==> config.mk <==
export PLATFORM = sky130hd
export DESIGN_NAME = stage_cascade_sequencer
export DESIGN_NICKNAME = d
export VERILOG_FILES = /design/src/rtl/stage_cascade_sequencer.sv
export SDC_FILE = /design/constraint.sdc
export NUM_CORES = 1
export LEC_CHECK = 0
export ABC_CLOCK_PERIOD_IN_PS = 3100
export CAP_MARGIN = 30
export CELL_PAD_IN_SITES_DETAIL_PLACEMENT = 1
export CELL_PAD_IN_SITES_GLOBAL_PLACEMENT = 1
export CORE_UTILIZATION = 41
export DETAILED_ROUTE_END_ITERATION = 8
export PLACE_DENSITY_LB_ADDON = 0.1
export SYNTH_ARGS = -nofsm -noshare
export SYNTH_HDL_FRONTEND = slang
export SYNTH_SLANG_ARGS = --single-unit
export TNS_END_PERCENT = 5
==> constraint.sdc <==
create_clock -name clk_fpga -period 3.1 [get_ports clk_fpga]
set_clock_uncertainty 0.2 [all_clocks]
set_input_delay 0.62 -clock clk_fpga [delete_from_list [all_inputs] [get_ports clk_fpga]]
set_output_delay 0.62 -clock clk_fpga [all_outputs]
set_load 0.01 [all_outputs]
==> src/rtl/stage_cascade_sequencer.sv <==
// Walks the Haar cascade for one window: streams each stage's parameter and threshold
// words from the stage database, then collects the stage verdict. Optional macro: STAGE_EARLY_EXIT_EN.
module stage_cascade_sequencer #(
    parameter int unsigned NUM_STAGES               = 2,
    parameter int unsigned NUM_CLASSIFIERS_STAGE    = 10,
    parameter int unsigned NUM_PARAM_PER_CLASSIFIER = 19,
    parameter int unsigned NUM_STAGE_THRESHOLD      = 3,
    parameter int unsigned ADDR_WIDTH               = 10,
    parameter int unsigned DATA_WIDTH_12            = 12
) (
    input  logic                     clk_fpga,
    input  logic                     reset_fpga,
    input  logic                     i_start,
    output logic                     o_busy,
    output logic                     o_db_rden,
    output logic [ADDR_WIDTH-1:0]    o_db_addr,
    input  logic [DATA_WIDTH_12-1:0] i_db_data,
    output logic                     o_param_valid,
    input  logic                     i_param_ready,
    output logic [DATA_WIDTH_12-1:0] o_param_data,
    output logic                     o_param_is_thresh,
    output logic [ADDR_WIDTH-1:0]    o_stage_index,
    output logic [ADDR_WIDTH-1:0]    o_classifier_index,
    output logic [ADDR_WIDTH-1:0]    o_param_index,
    output logic                     o_last_word,
    input  logic                     i_stage_result_valid,
    input  logic                     i_stage_pass,
    output logic                     o_done,
    output logic                     o_face_detected
);

    localparam int unsigned WORDS_PER_STAGE =
        NUM_CLASSIFIERS_STAGE * NUM_PARAM_PER_CLASSIFIER + NUM_STAGE_THRESHOLD;

    localparam logic [ADDR_WIDTH-1:0] ONE        = ADDR_WIDTH'(1);
    localparam logic [ADDR_WIDTH-1:0] WPS        = ADDR_WIDTH'(WORDS_PER_STAGE);
    localparam logic [ADDR_WIDTH-1:0] LAST_STAGE = ADDR_WIDTH'(NUM_STAGES - 1);
    localparam logic [ADDR_WIDTH-1:0] LAST_CLS   = ADDR_WIDTH'(NUM_CLASSIFIERS_STAGE - 1);
    localparam logic [ADDR_WIDTH-1:0] LAST_PRM   = ADDR_WIDTH'(NUM_PARAM_PER_CLASSIFIER - 1);
    localparam logic [ADDR_WIDTH-1:0] LAST_THR   = ADDR_WIDTH'(NUM_STAGE_THRESHOLD - 1);
    localparam logic                  FIRST_LAST = (WORDS_PER_STAGE == 1);

    typedef enum logic [2:0] {
        IDLE,
        FETCH,
        EMIT,
        WAIT_RESULT,
        DONE
    } state_t;

    state_t                  state;
    logic [ADDR_WIDTH-1:0]   offset;
    logic [ADDR_WIDTH-1:0]   stage_base;
    logic                    acc;

    logic [ADDR_WIDTH-1:0]   nxt_cls;
    logic [ADDR_WIDTH-1:0]   nxt_prm;
    logic                    nxt_thresh;
    logic                    nxt_last;
    logic                    finish_c;

    // Position of the word following the current one, and whether a verdict ends the window
    always_comb begin
        nxt_cls    = o_classifier_index;
        nxt_prm    = o_param_index + ONE;
        nxt_thresh = o_param_is_thresh;
        if (!o_param_is_thresh && (o_param_index == LAST_PRM)) begin
            nxt_prm = '0;
            if (o_classifier_index == LAST_CLS) begin
                nxt_thresh = 1'b1;
            end else begin
                nxt_cls = o_classifier_index + ONE;
            end
        end
        nxt_last = nxt_thresh && (nxt_prm == LAST_THR);
`ifdef STAGE_EARLY_EXIT_EN
        finish_c = (o_stage_index == LAST_STAGE) || !i_stage_pass;
`else
        finish_c = (o_stage_index == LAST_STAGE);
`endif
    end

    always_ff @(posedge clk_fpga or negedge reset_fpga) begin
        if (!reset_fpga) begin
            state              <= IDLE;
            offset             <= '0;
            stage_base         <= '0;
            acc                <= 1'b0;
            o_busy             <= 1'b0;
            o_db_rden          <= 1'b0;
            o_db_addr          <= '0;
            o_param_valid      <= 1'b0;
            o_param_data       <= '0;
            o_param_is_thresh  <= 1'b0;
            o_stage_index      <= '0;
            o_classifier_index <= '0;
            o_param_index      <= '0;
            o_last_word        <= 1'b0;
            o_done             <= 1'b0;
            o_face_detected    <= 1'b0;
        end else begin
            o_done    <= 1'b0;
            o_db_rden <= 1'b0;
            case (state)
                IDLE: begin
                    offset             <= '0;
                    stage_base         <= '0;
                    acc                <= 1'b1;
                    o_stage_index      <= '0;
                    o_classifier_index <= '0;
                    o_param_index      <= '0;
                    o_param_is_thresh  <= 1'b0;
                    o_last_word        <= 1'b0;
                    if (i_start) begin
                        state           <= FETCH;
                        o_busy          <= 1'b1;
                        o_face_detected <= 1'b0;
                        o_db_rden       <= 1'b1;
                        o_db_addr       <= '0;
                        o_last_word     <= FIRST_LAST;
                    end
                end
                FETCH: begin
                    o_param_data  <= i_db_data;
                    o_param_valid <= 1'b1;
                    state         <= EMIT;
                end
                EMIT: begin
                    if (i_param_ready) begin
                        o_param_valid <= 1'b0;
                        if (o_last_word) begin
                            state <= WAIT_RESULT;
                        end else begin
                            o_classifier_index <= nxt_cls;
                            o_param_index      <= nxt_prm;
                            o_param_is_thresh  <= nxt_thresh;
                            o_last_word        <= nxt_last;
                            offset             <= offset + ONE;
                            o_db_addr          <= stage_base + offset + ONE;
                            o_db_rden          <= 1'b1;
                            state              <= FETCH;
                        end
                    end
                end
                WAIT_RESULT: begin
                    if (i_stage_result_valid) begin
                        acc <= acc & i_stage_pass;
                        if (finish_c) begin
                            o_done          <= 1'b1;
                            o_face_detected <= acc & i_stage_pass;
                            state           <= DONE;
                        end else begin
                            o_stage_index      <= o_stage_index + ONE;
                            stage_base         <= stage_base + WPS;
                            o_classifier_index <= '0;
                            o_param_index      <= '0;
                            o_param_is_thresh  <= 1'b0;
                            o_last_word        <= FIRST_LAST;
                            offset             <= '0;
                            o_db_addr          <= stage_base + WPS;
                            o_db_rden          <= 1'b1;
                            state              <= FETCH;
                        end
                    end
                end
                DONE: begin
                    o_busy <= 1'b0;
                    state  <= IDLE;
                end
                default: state <= IDLE;
            endcase
        end
    end

endmodule

# Yosys cells after proc, flatten, opt, wreduce, memory -nomap -nowiden
# Cells that the tools add are included.
dict set report op_classes {
  n_reduce_logical 18
  bitwise 1
  eq_ne 16
  n_mux 59
  add_sub_neg 7
}
# cell count
set ops {}
lappend ops {{$mux 10} 18}
lappend ops {{$pmux 10 s3} 4}
lappend ops {{$add 10x1->10 const B} 5}
lappend ops {{$pmux 10 s2} 2}
lappend ops {{$mux 1} 22}
lappend ops {{$ne 2x2->1 const B} 8}
lappend ops {{$mux 3} 4}
lappend ops {{$pmux 3 s4} 1}
lappend ops {{$add 10x10->10} 1}
lappend ops {{$add 10x8->10 const B} 1}
lappend ops {{$eq 10x1->1 const B} 1}
lappend ops {{$eq 10x2->1 const B} 1}
lappend ops {{$eq 10x4->1 const B} 1}
lappend ops {{$eq 10x5->1 const B} 1}
lappend ops {{$pmux 1 s3} 3}
lappend ops {{$pmux 1 s2} 4}
lappend ops {{$reduce_and 4->1} 2}
lappend ops {{$reduce_and 7->1} 1}
lappend ops {{$eq 3x2->1 const B} 2}
lappend ops {{$reduce_and 2->1} 3}
lappend ops {{$reduce_and 3->1} 2}
lappend ops {{$reduce_and 6->1} 1}
lappend ops {{$reduce_bool 2->1} 3}
lappend ops {{$reduce_and 5->1} 1}
lappend ops {{other kinds (8)} 9}
dict set report totals {
  elab_cells 117
  reg_bits 83
  in_bits 18
}

# Logic depth before layout (Yosys ltp)
dict set report depth {
  ltp_word 8
  depth_mapped 10
  ltp_nobuf 10
}

# Least setup slack after synthesis
# Ideal clock, no wire load.
dict set report synth_path {
  path_type {flip-flop to flip-flop}
  start {register stage_base[0]}
  end {register o_db_addr[6]}
  arrival_ns 1.941
  path_stages_with_launch 11
  path_slack_ns 0.833
  path_cell_list {dfrtp_1 > inv_1 > ha_1 > inv_1 > fa_1 > a21oi_1 > o22ai_1 > or2_2 > xor2_1 > a22oi_1 > a21oi_1}
}
dict set report synth_via {
  elab_chain_cells 5
  word_cells_on_any_way 8
}
# item line_no
set synth_lines {}
lappend synth_lines {{start: declaration} 53} ;# logic [ADDR_WIDTH-1:0] stage_base;
lappend synth_lines {{start signal: assignment} 154} ;# stage_base <= stage_base + WPS;
lappend synth_lines {{$add 10x10->10} 139} ;# o_db_addr <= stage_base + offset + ONE;
lappend synth_lines {{$add 10x1->10} 139}
lappend synth_lines {{$mux 10} 131} ;# if (o_last_word) begin
lappend synth_lines {{$mux 10} 129} ;# if (i_param_ready) begin
lappend synth_lines {{$pmux 10 s3 (*)} 104} ;# case (state)
lappend synth_lines {{end signal: assignment} 139}
lappend synth_lines {{end signal: assignment} 160} ;# o_db_addr <= stage_base + WPS;
lappend synth_lines {{end: declaration} 16} ;# output logic [ADDR_WIDTH-1:0] o_db_addr,
# Mark *: on every way between the ends. The rest lies on a longest branch, timed or not. The select of a mux whose other input is x is not followed.
# A chain may end at the register's enable or synchronous reset.

# Final worst setup path
dict set report layout_path {
  start {register stage_base[0]}
  end {register o_db_addr[8]}
}
# The elaborated chain is that of the path after synthesis.

==> run summary <==
At the pin with the least slew margin, the transition time is 730 ps. The longest clock path from root to sink contains 2 buffers. The buffer count from post-CTS setup fixing was 0. The run gives 0 as the max-slew violation count. The share of cells above drive strength 1 is 0.0923, and the detailed placer's ending HPWL is 8690 µm. For this run, the leading register cell type out of synthesis is dfrtp_1. The tools report the worst hold slack as 69.2 ps.

After clock tree synthesis, the repair step resized 0 gates. The level count of the clock H-tree was 3. The die is 108 µm tall.

The area share of the leading cell type in the synthesized netlist works out to 0.453. TritonCTS built the clock tree. Registers take 2080 µm². The logs give 0.495 mV for the maximum resistive drop on vdd and 522 for the total nets after synthesis. The number of inserted filler cells in the final layout is 1281. The achievable frequency was 384 MHz; the count of final setup violators was 0.

For the sequential area share after synthesis, the log shows 0.453. The run finished with clean final reports. The tools report the standard cell core area as 10800 µm². The logs give 0 for the post-detailed-route DRC marker count and 3964 for the total number of vias. The worst setup path is captured at a flip-flop.

The sum of met2 wire segment lengths after detailed routing is 5760 µm, and the starting density of the core is 0.423. 77 I/O pins were placed. Port buffering added 76 buffers.

The share of the cycle needed by the critical path after routing is 0.839. Clock-pin slew was measured on the worst setup and hold paths at 90 ps. In the synthesized netlist, the number of instances is 486. The most common cell in the synthesized netlist was dfrtp_1. The run gives 2690 ps as the arrival time at the worst endpoint. For the final weighted congestion of routability-driven global placement, the log shows 0.797.

The worst hold path belongs to the class in -> async. Setup repair after global routing left no endpoint under its margin. The clock reaches the later pin of the worst-skew pair after 380 ps. The sum of routed wire length over all layers was 12200 µm; the number of CTS-inserted buffers was 9. Largest net degree at the start of global routing: 84. Signal routing reaches up to met4.

The highest net fanout along the worst path was 7. Sorting the synthesized cells by area gives the leading types as dfrtp_1, nor2_1, ha_1. The run gives 0 as the remaining global-route overflow. The die covers 11600 µm². The final hold violation count came out at 0. The initial antenna violation count was 0; the number of register bits inferred by synthesis was 83. The synthesized design contains 0 enable-type register cells.

The via density per instance was 5.55; the number of buffers inserted by hold repair at cts was 0. In this run the critical register-to-register path is launched from stage_base[0]$_DFFE_PN0P_. The run gives 0.512 as the worst-case headroom to the max-slew limit. At the worst endpoint, the required time is 3190 ps.

After floorplanning, the core was divided into 38 placement rows. The repair_antennas step left the layout with diodes totalling 0. Utilization after layout: 0.532. The tools report the mapped cell area as 4580 µm².

The most critical setup path has its startpoint at stage_base[0]$_DFFE_PN0P_. The routed design could run at a clock period as short as 2600 ps. The max-capacitance violation count was 0; the global-route usage over all layers was 0.228. The commonest cells after synthesis are dfrtp_1, nor2_1, nand2_1, o21ai_0, a21oi_1. For the count of TritonRoute iterations in the first routing pass, the log shows 4. After the first detailed-routing iteration, the DRC count stood at 129. Post-route met1 wirelength: 5870 µm.

The setup path with the least slack is of type reg -> reg. Number of distinct library cells after synthesis: 59. The synthesized design spends more area on one cell type than any other, namely dfrtp_1. Setup total negative slack on the finished layout was measured at 0 ps. STA classifies the critical path startpoint as a flip-flop.

The synthesized area per cell came out at 9.43 µm². The ratio of total power to cell area was 797 nW/µm². Once detail routing completed, the nets flagged for antenna violations numbered 0. The floorplan die width was 108 µm. Root cell of the clock tree: clkbuf_8. The logs give 4223 for the number of global-route vias before repair and 383 µm for the met3 wirelength from detailed routing.

The count of warnings emitted by yosys was 0; the wire length per cell was 17.1 µm. The async set or reset register ratio after synthesis is 1.00. The tools report the layout net count as 605.

The area growth from synthesis to layout is 25.8%. The footprint of the multi-input gates was 2370 µm²; the cell leakage power was 2.47 nW. The clock net in this run drives a total of 83 sinks. First-pass GRT wire length: 20700 µm.
cells by family after synthesis:
group / synth area share
XOR/XNOR: 0.0727
AO/OA/AOI/OAI: 0.136
buffers and inverters: 0.0300
flip-flops: 0.453
multiplexers: 0.0339
AND/OR/NAND/NOR: 0.223
adder cells (fa/ha/maj): 0.0508
worst paths after layout:
check	to	slack, ps	depth (start not counted)
setup / recovery	o_db_addr[8]$_DFFE_PN0P_	500	10
hold / removal	o_classifier_index[4]$_DFFE_PN0P_	70	2
setup reg to reg	o_db_addr[8]$_DFFE_PN0P_	500	10
hold reg to reg	o_param_valid$_DFFE_PN0P_	290	1
max in group asynchronous	o_stage_index[6]$_DFFE_PN0P_	2260	2
min in group clk_fpga	o_param_valid$_DFFE_PN0P_	290	1
cell usage in the layout (no fill, tap or decap), types with 5 or more instances in the layout:
cell / n
dfrtp_1: 83
clkdlybuf4s50_1: 75
nor2_1: 57
nand2_1: 41
o21ai_0: 37
a21oi_1: 30
nand3_1: 28
xnor2_1: 21
xor2_1: 17
ha_1: 17
inv_1: 13
mux2_2: 12
buf_4: 11
nor3_1: 10
clkbuf_8: 10
and3_1: 9
o31ai_1: 9
nand2b_1: 8
nand4_1: 8
or3_1: 6
and2_1: 5
registers in the layout, summed over array words and instances, names as in the netlist, 3 cells and up:
name / count
o_db_addr: 10
offset: 10
o_stage_index: 10
state: 3
stage_base: 10
o_classifier_index: 10
o_param_data: 12
o_param_index: 10
power by group:
group / switching [mW] / leakage (nW) / internal (mW)
Combinational: 1.04 / 1.26 / 0.941
Sequential: 0.274 / 1.09 / 1.36
Clock: 0.421 / 0.123 / 0.555
routing by layer:
layer / vias to the layer above / track usage
met3: 13 / 0.0460
met4: 0 / 0.0763
met1: 1992 / 0.302
li1: 1892 / -
met2: 67 / 0.370
met5: - / 0
area by class of cell:
cell class	instances	area share
multi-input cells	375	0.411
flip-flops and latches	83	0.360
repair buffers	87	0.148
well taps	140	0.0304
clock buffers	11	0.0245
clock inverters	5	0.0174
inverters	13	0.00847
critical path, stage by stage, from the launching register on:
cell	delay, ps
dfrtp_1	470
inv_1	90
ha_1	150
inv_1	50
fa_1	410
a21oi_1	250
o22ai_1	140
o41ai_1	340
xnor2_1	170
nand2_1	90
a31oi_1	170
stage by stage:
step	cells	area, µm²	power, mW	worst slack [ps]
final	714	5760	4.59	499
after global routing	714	5760	4.92	267
after CTS	714	5760	4.65	486
after detailed placement	698	5520	3.66	286
after global placement	698	5520	3.59	315
after floorplan	486	4580	2.81	833
(Power assumes the default switching activity.)
